[src/rtl/fisc_ex_pkg.sv]
// rtl/fisc_ex_pkg.sv - FISC execute-stage shared types: condition codes, NZCV flags, EX/MEM payload.
package fisc_ex_pkg;

  localparam int FISC_INTEGER_SZ = 64;
  localparam int FISC_REG_ADDR_W = 5;

  typedef enum logic [3:0] {
    COND_EQ = 4'h0, COND_NE = 4'h1, COND_HS = 4'h2, COND_LO = 4'h3,
    COND_MI = 4'h4, COND_PL = 4'h5, COND_VS = 4'h6, COND_VC = 4'h7,
    COND_HI = 4'h8, COND_LS = 4'h9, COND_GE = 4'hA, COND_LT = 4'hB,
    COND_GT = 4'hC, COND_LE = 4'hD, COND_AL = 4'hE, COND_NV = 4'hF
  } cond_e;

  typedef struct packed {
    logic n;
    logic z;
    logic c;
    logic v;
  } nzcv_t;

  typedef struct packed {
    logic [FISC_INTEGER_SZ-1:0] y;
    logic [FISC_REG_ADDR_W-1:0] rd;
    logic                       wr_en;
    logic                       mem_rd;
    logic                       mem_wr;
    logic [FISC_INTEGER_SZ-1:0] store_data;
    logic [FISC_INTEGER_SZ-1:0] br_target;
    logic                       br_taken;
  } ex_mem_payload_t;

endpackage

[src/rtl/fisc_cond_eval.sv]
// rtl/fisc_cond_eval.sv - combinational ARM condition-code evaluator (B.cond, CSEL/CSINC).
module fisc_cond_eval
  import fisc_ex_pkg::*;
(
  input  logic [3:0] cond_i,
  input  logic [3:0] nzcv_i,
  output logic       taken_o
);

  nzcv_t f;
  assign f = nzcv_t'(nzcv_i);

  always_comb begin
    taken_o = 1'b1;
    case (cond_e'(cond_i))
      COND_EQ: taken_o = f.z;
      COND_NE: taken_o = !f.z;
      COND_HS: taken_o = f.c;
      COND_LO: taken_o = !f.c;
      COND_MI: taken_o = f.n;
      COND_PL: taken_o = !f.n;
      COND_VS: taken_o = f.v;
      COND_VC: taken_o = !f.v;
      COND_HI: taken_o = f.c && !f.z;
      COND_LS: taken_o = !f.c || f.z;
      COND_GE: taken_o = (f.n == f.v);
      COND_LT: taken_o = (f.n != f.v);
      COND_GT: taken_o = !f.z && (f.n == f.v);
      COND_LE: taken_o = f.z || (f.n != f.v);
      default: taken_o = 1'b1;
    endcase
  end

endmodule

[src/rtl/fisc_ex_mem_stage.sv]
// rtl/fisc_ex_mem_stage.sv - EX->MEM pipeline register with NZCV flags and B.cond resolution.
// FISC_EXMEM_SKID_EN selects the 2-entry (registered in_ready) variant.
module fisc_ex_mem_stage
  import fisc_ex_pkg::*;
#(
  parameter int DATA_W     = FISC_INTEGER_SZ,
  parameter int REG_ADDR_W = FISC_REG_ADDR_W
) (
  input  logic                  clk,
  input  logic                  rst_n,
  input  logic                  flush,
  input  logic                  in_valid,
  output logic                  in_ready,
  input  logic [DATA_W-1:0]     in_y,
  input  logic                  in_flag_n,
  input  logic                  in_flag_z,
  input  logic                  in_flag_v,
  input  logic                  in_flag_c,
  input  logic                  in_set_flags,
  input  logic [REG_ADDR_W-1:0] in_rd,
  input  logic                  in_wr_en,
  input  logic                  in_mem_rd,
  input  logic                  in_mem_wr,
  input  logic [DATA_W-1:0]     in_store_data,
  input  logic                  in_is_bcond,
  input  logic [3:0]            in_cond,
  input  logic [DATA_W-1:0]     in_br_target,
  output logic                  out_valid,
  input  logic                  out_ready,
  output logic [DATA_W-1:0]     out_y,
  output logic [REG_ADDR_W-1:0] out_rd,
  output logic                  out_wr_en,
  output logic                  out_mem_rd,
  output logic                  out_mem_wr,
  output logic [DATA_W-1:0]     out_store_data,
  output logic [DATA_W-1:0]     out_br_target,
  output logic                  out_br_taken,
  output logic [3:0]            nzcv_q
);

  ex_mem_payload_t in_pl, main_q, main_d;
  logic            main_valid_q, main_valid_d;
  nzcv_t           flags_q, flags_d;
  logic            cond_true, accept;

  // Evaluated against the flags held before this beat's own update.
  fisc_cond_eval u_cond (
    .cond_i  (in_cond),
    .nzcv_i  (flags_q),
    .taken_o (cond_true)
  );

  assign accept = in_valid && in_ready && !flush;

  always_comb begin
    in_pl            = '0;
    in_pl.y          = in_y;
    in_pl.rd         = in_rd;
    in_pl.wr_en      = in_wr_en;
    in_pl.mem_rd     = in_mem_rd;
    in_pl.mem_wr     = in_mem_wr;
    in_pl.store_data = in_store_data;
    in_pl.br_target  = in_br_target;
    in_pl.br_taken   = in_is_bcond && cond_true;
  end

  always_comb begin
    flags_d = flags_q;
    if (accept && in_set_flags) flags_d = '{n: in_flag_n, z: in_flag_z, c: in_flag_c, v: in_flag_v};
  end

`ifdef FISC_EXMEM_SKID_EN
  ex_mem_payload_t skid_q, skid_d;
  logic            skid_valid_q, skid_valid_d;

  assign in_ready = !skid_valid_q;

  always_comb begin
    main_d       = main_q;
    main_valid_d = main_valid_q;
    skid_d       = skid_q;
    skid_valid_d = skid_valid_q;
    if (flush) begin
      main_valid_d = 1'b0;
      skid_valid_d = 1'b0;
    end else if (skid_valid_q) begin
      if (out_ready) begin
        main_d       = skid_q;
        skid_valid_d = 1'b0;
      end
    end else if (accept) begin
      if (!main_valid_q || out_ready) begin
        main_d       = in_pl;
        main_valid_d = 1'b1;
      end else begin
        skid_d       = in_pl;
        skid_valid_d = 1'b1;
      end
    end else if (out_ready) begin
      main_valid_d = 1'b0;
    end
  end

  always_ff @(posedge clk or negedge rst_n) begin
    if (!rst_n) begin
      skid_q       <= '0;
      skid_valid_q <= 1'b0;
    end else begin
      skid_q       <= skid_d;
      skid_valid_q <= skid_valid_d;
    end
  end
`else
  assign in_ready = !main_valid_q || out_ready;

  always_comb begin
    main_d       = main_q;
    main_valid_d = main_valid_q;
    if (flush) begin
      main_valid_d = 1'b0;
    end else if (accept) begin
      main_d       = in_pl;
      main_valid_d = 1'b1;
    end else if (out_ready) begin
      main_valid_d = 1'b0;
    end
  end
`endif

  always_ff @(posedge clk or negedge rst_n) begin
    if (!rst_n) begin
      main_q       <= '0;
      main_valid_q <= 1'b0;
      flags_q      <= '0;
    end else begin
      main_q       <= main_d;
      main_valid_q <= main_valid_d;
      flags_q      <= flags_d;
    end
  end

  assign out_valid      = main_valid_q;
  assign out_y          = main_q.y;
  assign out_rd         = main_q.rd;
  assign out_wr_en      = main_q.wr_en;
  assign out_mem_rd     = main_q.mem_rd;
  assign out_mem_wr     = main_q.mem_wr;
  assign out_store_data = main_q.store_data;
  assign out_br_target  = main_q.br_target;
  assign out_br_taken   = main_q.br_taken;
  assign nzcv_q         = flags_q;

endmodule
[config.mk]
export PLATFORM = sky130hd
export DESIGN_NAME = fisc_ex_mem_stage
export DESIGN_NICKNAME = d
export VERILOG_FILES = /design/src/rtl/fisc_ex_pkg.sv /design/src/rtl/fisc_cond_eval.sv /design/src/rtl/fisc_ex_mem_stage.sv
export SDC_FILE = /design/constraint.sdc
export NUM_CORES = 1
export LEC_CHECK = 0
export BUFFER_PORTS_ARGS = -buffer_cell sky130_fd_sc_hd__buf_2
export CORE_AREA = 2 2 166 168
export CTS_BUF_LIST = sky130_fd_sc_hd__clkbuf_4 sky130_fd_sc_hd__clkbuf_8
export CTS_CLUSTER_SIZE = 28
export DETAILED_ROUTE_END_ITERATION = 16
export DIE_AREA = 0 0 168 170
export SLEW_MARGIN = 5
export SYNTH_ARGS = -nofsm -noshare
export SYNTH_HDL_FRONTEND = slang
export SYNTH_SLANG_ARGS = --single-unit
export TNS_END_PERCENT = 1
[constraint.sdc]
create_clock -name clk -period 4.89 [get_ports clk]
set_input_delay 0 -clock clk [delete_from_list [all_inputs] [get_ports clk]]
set_output_delay 0 -clock clk [all_outputs]
set_load 0.005 [all_outputs]
==> metrics.yaml <==
run_status:
  outcome: "complete, no violations"
timing:
  fin_crit_sh_pct: 56.8
  hold_viol_final: 0
  final.min_clock_period_ns: 2.78
  final.hold.worst_slack_ns: 0.130
  finalMaxSlewViolations: 0
  clock.fmax_ghz: 0.360
  finalSetupViolCount: 0
  final.setup.worst_slack_ns: 2.11
  fin_skew_ns: 0.00834
  unrepaired_setup_endpoints_after_global_routing: "no"
  relSlewSlack_pct: 42.5
  finalSetupTns_ns: 0
  transition_at_the_pin_with_the_smallest_max_transition_slack_ns: 0.862
detailed_routing:
  vias: 6382
  final_antenna_net_count: 0
  finalWirelength_um: 22700
  drt_pass1_iterations: 4
  post_drt_via_cell_ratio: 4.30
  routed_wire_length_per_instance_um: 15.3
  drc_errors: 0
  drt-initial-drc-count: 249
critical_path:
  reg2regPathDepth: 7
  reg_to_reg_setup_timing_slack_ns: 2.11
  critical_path_arrival_ns: 3.22
  cp.required_ns: 5.33
  regToRegStartpoint: "out_valid"
  endpoint_kind: "register"
  timing.setup.critical_path_class: "register to register"
  critical_path.reg2reg.endpoint: "out_br_taken"
  startpoint_type: "register"
  worst_path_fanout_max: 91
floorplan:
  io_pins: 422
  floorplan.die.width_um: 168
  core_area_um2: 26700
  die_area_um2: 28600
  die-height_um: 170
  starting_density_of_the_core_pct: 29.3
  core.rowCount: 60
placement:
  placedInstanceArea_um2: 10300
  detailedPlace.worstSlack_ns: 2.99
  routability_driven_placement_congestion_ratio: 0.747
  io_buffers: 421
  hpwl_um: 14100
synth:
  netlist.top_cell.by_area: "dfrtp_1"
  synth_top_cell_area_share_pct: 66.0
  postSynthRegisterBits: 206
  synth.top_cells.by_area: "dfrtp_1 66%, mux2_2 29%, buf_4 1.5%"
  postSynthCellCount: 462
  synth.yosys.seq_area_share_pct: 66.0
  postSynthNetCount: 677
  syn_area_um2: 7820
  post_synth.cell_area_avg_um2: 16.9
  yosysWarningCount: 0
  netlist-cell-type-count: 26
grt:
  grt_max_degree: 114
  first_global_vias: 6939
  wire_length_of_the_first_global_routing_pass_um: 35000
  antenna_found_initial: 0
  grt_total_ovfl: 0
  track_usage_pct: 15.1
worst_hold_path:
  hold_path_class: "input pin to async pin"
power:
  power_switching_share_pct: 25.0
  power.density_nw_per_um2: 371
  power_switching_mw: 1.23
  p_seq_share_pct: 43.8
  pwr-share-comb_pct: 20.7
  largest_vdd_supply_drop_mv: 0.213
  power.clock.fraction_pct: 35.6
  total_leakage_power_nw: 6.30
  power.internal_mw: 3.68
final_layout:
  design_area_um2: 13200
  finalCoreUtilization_pct: 49.6
  layout-drive-gt1-share_pct: 61.0
  finalNetCount: 1331
  diodes: 0
  area_growth_syn_to_layout_pct: 69.3
cts:
  clkSinkCount: 206
  post_cts_resized: 0
  clock_tree_from_tritoncts: "done"
  clkLatencyLatePin_ns: 0.51
  postCtsSetupRepairBufs: 0
  cts_max_path_buffers: 3
  tritoncts.num_buffers: 37
  htree_num_levels: 2
  clock_tree.root_cell: "clkbuf_8"
  cts.reportedPaths.clkPinSlew_ns: 0.06
flow_run:
  maxCapViolations: 0
## cell usage in the layout, fill, tap and decap left out
cell,netlist,layout
buf_2,6,420
dlygate4sd3_1,0,214
dfrtp_1,206,206
mux2_2,204,204
clkbuf_8,0,47
clkbuf_4,0,13
clkinv_2,0,5
inv_1,3,3
xnor2_1,3,3
buf_12,0,3
o21ai_0,2,2
nor4b_1,2,2
a31oi_1,2,2
nor2_1,2,2
bufinv_16,0,2
nor2b_4,1,1
nor3b_4,1,1
nand3_1,1,1
xor2_1,1,1
nand3b_1,1,1
nand2b_1,1,1
and2_1,1,1
o22ai_1,1,1
nand4b_1,1,1
mux2i_1,1,1
o21bai_1,1,1
nor2b_1,1,1
a41oi_1,1,1
o21ai_1,1,1
nand2_2,1,1
clkinvlp_4,0,1
## stage by stage
step                      cells  total power [mW]
after detailed placement   1204              3.04
after global placement     1204              3.01
after floorplan             462              2.54
final                      1485              4.91
after global routing       1485              5.18
after CTS                  1485              4.98
## flip-flops by register name (all words and copies together) (netlist names)
name            cells
out_br_target      64
out_store_data     64
out_y              64
out_rd              5
nzcv_q              4
out_br_taken        1
out_mem_rd          1
out_mem_wr          1
out_valid           1
out_wr_en           1
## cells by family after synthesis
group | Yosys count | synth area share [%]
and+or+nand+nor | 13 | 1.33
buffers and inverters | 26 | 2.11
xor gates and xnor gates | 4 | 0.448
muxes | 205 | 29.5
AOI/OAI and AO/OA | 8 | 0.640
DFF | 206 | 66.0
## power groups by stage
stage	combinational (mW)	clock, mW	sequential (mW)
floorplan	0.343	0	2.19
global placement	0.857	0	2.16
detailed placement	0.870	0	2.17
CTS	1.02	1.82	2.14
global route	1.10	1.90	2.19
finish	1.01	1.74	2.15
## Yosys cell counts, drive strengths merged
cell / instances
inv: 3
nor2b: 2
clkbuf: 1
buf: 22
nor3b: 1
o21bai: 1
xnor2: 3
nand2b: 1
mux2i: 1
o21ai: 3
a31oi: 2
nand3: 1
and2: 1
o22ai: 1
xor2: 1
dfrtp: 206
nand2: 1
mux2: 204
nor2: 2
a41oi: 1
nand4b: 1
nor4b: 2
nand3b: 1
## routing by layer
layer | track usage [%] | share of wire [%] | vias up
met4 | 6.43 | 3.3 | 0
met3 | 5.28 | 8.6 | 61
met1 | 16.4 | 38 | 3069
li1 | - | - | 2962
met2 | 26.8 | 50 | 290
met5 | 0 | 0 | -
## critical path, cell delays in order (launching register included)
cell,delay (ns)
dfrtp_1,0.38
nor2b_4,0.14
nor3b_4,0.28
buf_12,0.40
nand3_1,0.14
dlygate4sd3_1,0.58
o21ai_1,0.12
dlygate4sd3_1,0.56
## timing repair
| item | 4_1_cts | 5_1_grt |
|---|---|---|
| hold buffers | 214 | 0 |
| endpoints found under the setup margin | 0 | 0 |
| hold endpoints to repair | 308 | 0 |
## layout make-up
class	count	area, um2
clock inverter	8	92.6
clock buffer	59	731
timing repair buffer	638	4320
inverter	3	11.3
multi-input combinational	230	2500
fill	2276	13400
tap	341	427
sequential	206	5150
## worst max-delay path by stage
stage / from / end / slack (ns) / cells after the start
finish: out_valid / out_br_taken / 2.11 / 7
floorplan: out_valid / out_rd[0] / 3.31 / 5
CTS: out_valid / out_br_taken / 2.16 / 7
detailed placement: out_valid / out_y[2] / 2.99 / 4
global route: out_valid / out_br_taken / 2.01 / 7
global placement: out_valid / out_y[5] / 3.02 / 4
(Power assumes the default switching activity.)
